<file path="src/rtl/gcd_pkg.sv">
// Shared types for the GCD core and its operand packer.
package gcd_pkg;

  localparam int W = 16;

  typedef logic [2*W-1:0] gcd_pair_t;

  typedef enum logic {
    EMPTY = 1'b0,
    HALF  = 1'b1
  } pair_state_e;

endpackage

</file>
<file path="src/rtl/gcd_fifo.sv">
// Synchronous FIFO of operand pairs with occupancy count; head word is read straight from storage.
module gcd_fifo
  import gcd_pkg::*;
#(
  parameter int DEPTH = 4,
  localparam int CW = $clog2(DEPTH) + 1,
  localparam int AW = $clog2(DEPTH)
) (
  input  logic          clk,
  input  logic          reset,
  input  logic          push,
  input  gcd_pair_t     push_data,
  input  logic          pop,
  output gcd_pair_t     head_data,
  output logic [CW-1:0] count,
  output logic          full,
  output logic          empty
);

  gcd_pair_t     mem_q [DEPTH];
  gcd_pair_t     mem_d [DEPTH];
  logic [AW-1:0] wr_ptr_q, wr_ptr_d;
  logic [AW-1:0] rd_ptr_q, rd_ptr_d;
  logic [CW-1:0] count_q, count_d;
  logic          push_ok_s;
  logic          pop_ok_s;

  assign full      = (count_q == CW'(DEPTH));
  assign empty     = (count_q == {CW{1'b0}});
  assign push_ok_s = push && !full;
  assign pop_ok_s  = pop && !empty;
  assign head_data = mem_q[rd_ptr_q];
  assign count     = count_q;

  // Next-state for storage, pointers and occupancy.
  always_comb begin
    mem_d    = mem_q;
    wr_ptr_d = wr_ptr_q;
    rd_ptr_d = rd_ptr_q;
    count_d  = count_q;
    if (push_ok_s) begin
      mem_d[wr_ptr_q] = push_data;
      wr_ptr_d        = wr_ptr_q + AW'(1);
    end else begin
      wr_ptr_d = wr_ptr_q;
    end
    if (pop_ok_s) begin
      rd_ptr_d = rd_ptr_q + AW'(1);
    end else begin
      rd_ptr_d = rd_ptr_q;
    end
    case ({push_ok_s, pop_ok_s})
      2'b10:   count_d = count_q + CW'(1);
      2'b01:   count_d = count_q - CW'(1);
      default: count_d = count_q;
    endcase
  end

  // FIFO state registers; reset clears storage so the head reads zero.
  always_ff @(posedge clk or negedge reset) begin
    if (!reset) begin
      for (int i = 0; i < DEPTH; i++) begin
        mem_q[i] <= '0;
      end
      wr_ptr_q <= {AW{1'b0}};
      rd_ptr_q <= {AW{1'b0}};
      count_q  <= {CW{1'b0}};
    end else begin
      mem_q    <= mem_d;
      wr_ptr_q <= wr_ptr_d;
      rd_ptr_q <= rd_ptr_d;
      count_q  <= count_d;
    end
  end

endmodule

</file>
<file path="src/rtl/gcd_operand_packer.sv">
// Pairs a 16-bit operand stream into {a, b} words for the GCD core, dropping pairs with a zero half.
module gcd_operand_packer
  import gcd_pkg::*;
#(
  parameter int DEPTH = 4,
  localparam int CW = $clog2(DEPTH) + 1
) (
  input  logic          clk,
  input  logic          reset,
  input  logic          in_valid,
  input  logic [W-1:0]  in_data,
  input  logic          in_last,
  output logic          in_ready,
  output logic          out_valid,
  output logic [2*W-1:0] out_data,
  input  logic          out_ready,
  output logic [CW-1:0] count,
  output logic [7:0]    drop_cnt
);

  pair_state_e  state_q, state_d;
  logic [W-1:0] held_q, held_d;
  logic [7:0]   drop_q, drop_d;
  gcd_pair_t    pair_s;
  logic         form_s;
  logic         zero_s;
  logic         push_s;
  logic         accept_s;
  logic         full_s;
  logic         empty_s;

  assign in_ready  = !full_s;
  assign out_valid = !empty_s;
  assign drop_cnt  = drop_q;
  assign accept_s  = in_valid && !full_s;

  // Pairing FSM: hold the first operand, or self-pair a lone final operand.
  always_comb begin
    state_d = state_q;
    held_d  = held_q;
    pair_s  = '0;
    form_s  = 1'b0;
    case (state_q)
      EMPTY: begin
        if (accept_s) begin
          if (in_last) begin
            pair_s = {in_data, in_data};
            form_s = 1'b1;
          end else begin
            held_d  = in_data;
            state_d = HALF;
          end
        end else begin
          state_d = EMPTY;
        end
      end
      HALF: begin
        if (accept_s) begin
          pair_s  = {held_q, in_data};
          form_s  = 1'b1;
          state_d = EMPTY;
        end else begin
          state_d = HALF;
        end
      end
      default: state_d = EMPTY;
    endcase
  end

  // Zero filter: GCD never terminates on a zero operand, so such pairs are counted instead.
  always_comb begin
    zero_s = (pair_s[2*W-1:W] == {W{1'b0}}) || (pair_s[W-1:0] == {W{1'b0}});
    push_s = form_s && !zero_s;
    if (form_s && zero_s && (drop_q != 8'hFF)) begin
      drop_d = drop_q + 8'd1;
    end else begin
      drop_d = drop_q;
    end
  end

  // Pairing state, held operand and drop counter registers.
  always_ff @(posedge clk or negedge reset) begin
    if (!reset) begin
      state_q <= EMPTY;
      held_q  <= {W{1'b0}};
      drop_q  <= 8'd0;
    end else begin
      state_q <= state_d;
      held_q  <= held_d;
      drop_q  <= drop_d;
    end
  end

  gcd_fifo #(.DEPTH(DEPTH)) u_fifo (
    .clk       (clk),
    .reset     (reset),
    .push      (push_s),
    .push_data (pair_s),
    .pop       (out_ready),
    .head_data (out_data),
    .count     (count),
    .full      (full_s),
    .empty     (empty_s)
  );

endmodule

</file>
<file path="config.mk">
export PLATFORM = sky130hd
export DESIGN_NAME = gcd_operand_packer
export DESIGN_NICKNAME = d
export VERILOG_FILES = /design/src/rtl/gcd_pkg.sv /design/src/rtl/gcd_fifo.sv /design/src/rtl/gcd_operand_packer.sv
export SDC_FILE = /design/constraint.sdc
export NUM_CORES = 1
export LEC_CHECK = 0
export CORE_ASPECT_RATIO = 1.25
export CORE_MARGIN = 5
export CORE_UTILIZATION = 50
export DETAILED_ROUTE_END_ITERATION = 6
export HOLD_SLACK_MARGIN = 0.12
export PLACE_DENSITY = 0.71
export SYNTH_ARGS = -nofsm -noshare
export SYNTH_HDL_FRONTEND = slang
export SYNTH_SLANG_ARGS = --single-unit
</file>
<file path="constraint.sdc">
create_clock -name clk -period 4.2 [get_ports clk]
set_input_delay 0.84 -clock clk [delete_from_list [all_inputs] [get_ports clk]]
set_output_delay 0.84 -clock clk [all_outputs]
set_load 0.005 [all_outputs]
</file>
==> impl_metrics.csv, run 1 <==
group,metric,value,unit
sta,fin_ws,1020,ps
cts,clock-sinks,160,
worst_setup_path,critical_path_buf_inv_count,2,
cts,clk_latency,420,ps
cts,cts_buffers,17,
hold_path,hold_path_end,"u_fifo.mem_q[60]",
synthesis,ys_ff_latch,160,
cts,cts_tree,"done",
power,combPwrFrac,36.6,%
grt,grt_max_degree,100,
grt,antenna_found_initial,0,
route,routed_wl,14900,um
layout,area_delta_synth_final,20.4,%
grt,grt_usage,19.7,%
placement,place_area,0.00796,mm^2
worst_setup_path,worstPathMaxFanout,25,
sta,slew-limit-headroom,41.4,%
synthesis,syn_inst,543,
layout,antenna_cells,0,
cts,clk_path_buf_depth,2,
run_status,status,"completed",
sta,fmax,314,MHz
placement,hpwl,10100,um
worst_setup_path,cp_slowest_cell,"dfrtp_2",
worst_setup_path,slowest_delay,600,ps
worst_setup_path,r2r_slack,1490,ps
worst_setup_path,reg2regPathDepth,6,
route,vias,4497,
sta,final-hold-violation-count,0,
layout,fin_util,61.7,%
worst_setup_path,path_cells,"buf_12, mux4_2, clkdlybuf4s50_1",
route,drc_errors,0,
layout,multi_input_area,0.00293,mm^2
layout,fillerInstances,1083,
placement,gp_congestion,0.762,
floorplan,initial_core_util,51.2,%
sta,worst_slew_pin_slew,879,ps
grt,grt-ovfl-total,0,
worst_setup_path,worstPathRequired,3360,ps
sta,hold_slack,478,ps
grt,grt_pass1_vias,4961,
layout,drive_above_1_share,26.7,%
hold_path,holdPathStages,2,
layout,ff_latch_area,0.00401,mm^2
layout,final_nets,635,
cts,path_clk_slew,60,ps
power,p_int,4.83,mW
floorplan,die-area,0.0168,mm^2
worst_setup_path,crit_path_end_kind,"primary output",
route,first_pass_iters,4,
route,drt_iter0_drc,271,
route,avgViaCountPerCell,5.66,
job,cap_violations,0,
synthesis,yosysWarnings,0,
sta,setup_viol,0,
cts,cts_setup_buffers,0,
power,pwr-share-clk,23.9,%
cts,hold_buffers,0,
worst_setup_path,crit_type,"flop to primary output",
power,powerDensity,796,mW/mm^2
worst_setup_path,startpoint_type,"flop",
synthesis,yosys.cell_types.count,37,
cts,cts_htree_levels,4,
floorplan,num_rows,48,
hold_path,hp-start,"u_fifo.mem_q[60]",
power,p_leak,3.68,nW
cts,cts_resized,0,
sta,post-route-min-period,3180,ps
route,wl_per_cell,18.8,um
floorplan,dieWidth,117,um
floorplan,core,0.0139,mm^2
hold_path,holdCritPathClass,"flop to flop",
power,seqPwrFrac,39.5,%
sta,rsz0062_at_grt,"no",
worst_setup_path,cp.depth,3,
sta,setup_tns,0,ps
synthesis,synth.cell_area,0.00714,mm^2
grt,grt_pass1_wl,25600,um
cts,cts-root-buf,"clkbuf_16",
sta,period_share,75.7,%
floorplan,fp.dieH,144,um
sta,slew_violations,0,
route,final_antenna_net_count,0,
placement,pre_cts_ws,728,ps
worst_setup_path,r2r_end,"u_fifo.mem_q[98]",
worst_setup_path,r2r_start,"state_q",
worst_setup_path,crit_family,"buffers and inverters",
worst_setup_path,crit_arrival,2340,ps
floorplan,io_pins,66,
sta,fin_skew,10.4,ps
synthesis,syn_avg_cell_area,13.1,um^2
power,switching_power,2.02,mW
synthesis,synth.net_count,571,
synthesis,seq_area_frac_synth,56.1,%
power,ir_drop,429,uV
layout,fin_area,0.00859,mm^2
power,switching_share,29.5,%
placement,io_buffer_count,65,
## tightest hold or removal path: cells and delay by family, from the launching register on
family / cells / cell delay, ps
AOI/OAI and AO/OA: 1 / 60
and+or+nand+nor: 1 / 40
DFF: 1 / 340
## cell families (layout without fill, tap and decap cells)
kind of cell             Yosys count  after routing  synth area share [%]
AO/OA/AOI/OAI                     85             85                  7.33
XOR/XNOR                          12             12                  1.47
adder cells (fa/ha/maj)            7              7                  1.33
buffers and inverters             41            117                  2.87
flip-flops                       160            160                  56.1
multiplexers                     115            115                  23.2
AND/OR/NAND/NOR                  123            123                  7.76
## worst max-delay path by stage
stage                            start               end  slack [ps]
global placement           in_data[11]  u_fifo.mem_q[45]         800
CTS                 u_fifo.rd_ptr_q[0]      out_data[31]         960
detailed placement         in_data[11]   u_fifo.count[2]         730
floorplan                   in_data[8]   u_fifo.count[2]        1690
finish              u_fifo.rd_ptr_q[0]      out_data[31]        1020
global route        u_fifo.rd_ptr_q[0]      out_data[27]         890
## layer usage
metal	GRT usage, %	vias up	wire (um)
li1	-	2077	-
met2	33.1	115	7900
met4	5.74	0	237
met5	0	-	0
met1	25.6	2291	5980
met3	4.68	14	766
## final cells by class
type,count,share of cell area [%]
repair buffers,79,9.10
multi-input cells,342,34.1
clock inverters,9,1.82
well taps,175,2.55
clock buffers,22,5.52
flip-flops and latches,160,46.6
inverters,7,0.306
## flip-flops by register name, summed over array words and instances, names as in the netlist
name and count:
u_fifo.wr_ptr_q 2, state_q 1, drop_cnt 8, u_fifo.count 3
u_fifo.rd_ptr_q 2, held_q 16, u_fifo.mem_q 128
## cell usage in the layout, fill, tap and decap left out, drive strengths merged, types with 4 or more instances in the layout
cell / instances
mux2: 81
inv: 7
xnor2: 8
dfrtp: 160
mux4: 32
nand2: 94
clkbuf: 22
a22o: 15
o21ai: 67
buf: 15
clkdlybuf4s50: 64
nor4: 6
bufinv: 4
ha: 6
xor2: 4
## metrics by stage
| step | total power [mW] | instances |
|---|---|---|
| 2_1_floorplan | 4.19 | 543 |
| 3_3_place_gp | 5.16 | 763 |
| 3_5_place_dp | 5.26 | 763 |
| 4_1_cts | 6.93 | 794 |
| 5_1_grt | 7.30 | 794 |
| 6_report | 6.84 | 794 |
## power groups by stage
stage / Clock, mW / Sequential [mW] / Combinational, mW
2_1_floorplan: 0 / 2.54 / 1.65
3_3_place_gp: 0 / 2.68 / 2.48
3_5_place_dp: 0 / 2.73 / 2.54
4_1_cts: 1.66 / 2.71 / 2.56
5_1_grt: 1.74 / 2.80 / 2.76
6_report: 1.63 / 2.71 / 2.50
## cell usage after synthesis
cell type,instances,area (um^2)
fa_1,1,20.0
buf_4,10,75.1
or4_4,1,11.3
and3_1,3,18.8
nor2_1,3,11.3
nand2_2,1,6.26
and3b_1,1,8.76
o21ai_1,3,15.0
buf_2,11,55.1
inv_1,7,26.3
or3_1,1,6.26
nor3_1,1,5.00
nand2b_1,1,6.26
nor4_1,6,37.5
and4_1,1,8.76
clkbuf_1,13,48.8
mux2i_1,2,20.0
nand3_2,1,10.0
nand4_1,3,18.8
a2111oi_0,1,8.76
nor3_4,1,16.3
a211oi_4,1,20.0
a22o_1,15,131
nor2b_1,1,6.26
nand2_1,93,349
ha_1,6,75.1
mux2_2,81,912
a32oi_4,1,27.5
dfrtp_1,160,4000
and2_1,2,12.5
o21ai_0,64,320
xor2_1,4,35.0
nand3b_1,1,7.51
nand3_1,1,5.00
xnor2_1,8,70.1
mux4_2,32,721
or3b_2,1,8.76
(Power assumes the default switching activity.)
==> inputs of run 2 (changes only) <==
--- a/config.mk
+++ b/config.mk
@@ -10,7 +10,7 @@
 export CORE_UTILIZATION = 50
 export DETAILED_ROUTE_END_ITERATION = 6
 export HOLD_SLACK_MARGIN = 0.12
-export PLACE_DENSITY = 0.71
+export PLACE_DENSITY = 0.74
 export SYNTH_ARGS = -nofsm -noshare
 export SYNTH_HDL_FRONTEND = slang
 export SYNTH_SLANG_ARGS = --single-unit
==> constraint.sdc (replaced) <==
create_clock -name clk -period 2.78 [get_ports clk]
set_input_delay 0.556 -clock clk [delete_from_list [all_inputs] [get_ports clk]]
set_output_delay 0.556 -clock clk [all_outputs]
set_load 0.005 [all_outputs]
==> run 2 against run 1 <==
Register-to-register slack worse by 1200 ps; total power up 50%; global-route usage up 1.3 points.
==> impl_metrics.csv, run 2 (same netlist as run 1, synthesis figures left out) <==
group,metric,value,unit
run_status,status,"completed",
grt,grt_max_degree,68,
sta,setup_viol,0,
sta,slew-limit-headroom,57.4,%
job,cap_violations,0,
worst_setup_path,crit_arrival,2110,ps
placement,hpwl,11100,um
route,avgViaCountPerCell,5.69,
worst_setup_path,startpoint,"u_fifo.rd_ptr_q[0]",
placement,io_buffer_count,65,
cts,cts_tree,"done",
sta,slew_violations,0,
cts,hold_buffers,0,
power,ir_drop,575,uV
sta,fin_ws,111,ps
cts,cts-root-buf,"clkbuf_16",
grt,grt-ovfl-total,0,
floorplan,fp.dieH,144,um
worst_setup_path,r2r_start,"held_q[1]",
sta,period_share,96.0,%
route,first_pass_iters,5,
floorplan,initial_core_util,51.2,%
route,wl_per_cell,19.2,um
cts,path_clk_slew,60,ps
power,p_leak,3.84,nW
floorplan,dieWidth,117,um
worst_setup_path,crit_path_end_kind,"primary output",
layout,antenna_cells,0,
sta,final-hold-violation-count,0,
route,drc_errors,0,
placement,place_area,0.00828,mm^2
route,drt_iter0_drc,223,
grt,antenna_found_initial,0,
placement,dp_cells,802,
cts,cts_htree_levels,4,
floorplan,io_pins,66,
placement,gp_congestion,0.803,
floorplan,core,0.0139,mm^2
layout,fillerInstances,1048,
sta,worst_slew_pin_slew,640,ps
hold_path,holdCritPathClass,"input port to asynchronous set/reset pin",
layout,fin_area,0.00884,mm^2
layout,drive_above_1_share,31.0,%
cts,clk_path_buf_depth,2,
grt,grt_pass1_wl,26900,um
worst_setup_path,worstPathRequired,2220,ps
sta,fin_skew,7.30,ps
cts,cts_buffers,17,
layout,layoutNonFillerInstCount,833,
cts,clk_latency,410,ps
worst_setup_path,r2r_slack,340,ps
floorplan,die-area,0.0168,mm^2
worst_setup_path,crit_type,"flop to primary output",
worst_setup_path,reg2regPathDepth,10,
worst_setup_path,r2r_end,"u_fifo.count[2]",
route,routed_wl,16000,um
sta,post-route-min-period,2670,ps
placement,pre_cts_ws,-314,ps
layout,final_nets,676,
cts,clock-sinks,160,
floorplan,num_rows,48,
layout,top_register,"u_fifo.mem_q",
route,final_antenna_net_count,0,
grt,grt_usage,21.0,%
route,vias,4737,
layout,largest_reg_flops,128,
layout,final_cell_mix,"dfrtp_1, nand2_1, mux2_2",
sta,fmax,375,MHz
power,powerDensity,1160,mW/mm^2
grt,grt_pass1_vias,5141,
worst_setup_path,startpoint_type,"flop",
layout,area_delta_synth_final,23.9,%
sta,rsz0062_at_grt,"no",
worst_setup_path,worstPathMaxFanout,13,
layout,final_common_cell,"dfrtp_1",
-- run 2: worst max path at each step --
stage | slack [ps] | depth (start not counted) | endpoint
after floorplan | 480 | 10 | u_fifo.count[2]
after global placement | -230 | 12 | u_fifo.count[2]
after detailed placement | -310 | 12 | u_fifo.count[2]
after CTS | 70 | 3 | out_data[16]
after global routing | 30 | 12 | u_fifo.count[2]
final | 110 | 3 | out_data[1]
-- run 2: final cells by class --
| cell class | count | area (um^2) | area share (%) |
|---|---|---|---|
| Sequential cell | 160 | 4010 | 45.3 |
| Multi-Input combinational cell | 342 | 2940 | 33.2 |
| Timing Repair Buffer | 120 | 1110 | 12.6 |
| Clock buffer | 23 | 478 | 5.41 |
| Tap cell | 175 | 219 | 2.48 |
| Clock inverter | 6 | 60.1 | 0.679 |
| Inverter | 7 | 26.3 | 0.297 |
-- run 2: routing by layer --
metal  up-vias  GRT usage [%]  wire, um
met1      2423           27.3      6550
met2       136           34.9      8380
met4         0           7.73       386
met3        29           4.17       687
met5         -              0         0
li1       2149              -         -
-- run 2: worst max-delay path, cell delays in order, from the launching register on --
cell,delay (ps)
dfrtp_4,490
buf_12,190
mux4_2,520
clkdlybuf4s50_1,490
-- run 2: report_power, final --
part | total [mW] | internal [mW] | switching (mW)
Clock | 2.13 | 1.28 | 0.844
Combinational | 4.05 | 2.44 | 1.61
Sequential | 4.07 | 3.42 | 0.643
Total | 10.2 | 7.14 | 3.10
-- run 2: stage by stage --
stage / total power, mW / TNS [ps] / utilization, % / hold slack, ps
3_5_place_dp: 8.13 / -12020 / 59.4 / 467
2_1_floorplan: 6.32 / 0 / - / 260
6_report: 10.2 / 0 / 63.5 / 124
5_1_grt: 10.9 / 0 / 63.5 / 194
4_1_cts: 10.3 / 0 / 63.4 / 161
3_3_place_gp: 7.88 / -7280 / 59.4 / 456
-- run 2: what timing repair did --
item,4_1_cts,5_1_grt
setup buffers,2,0
resized for setup,1,1
setup endpoints to repair,25,1
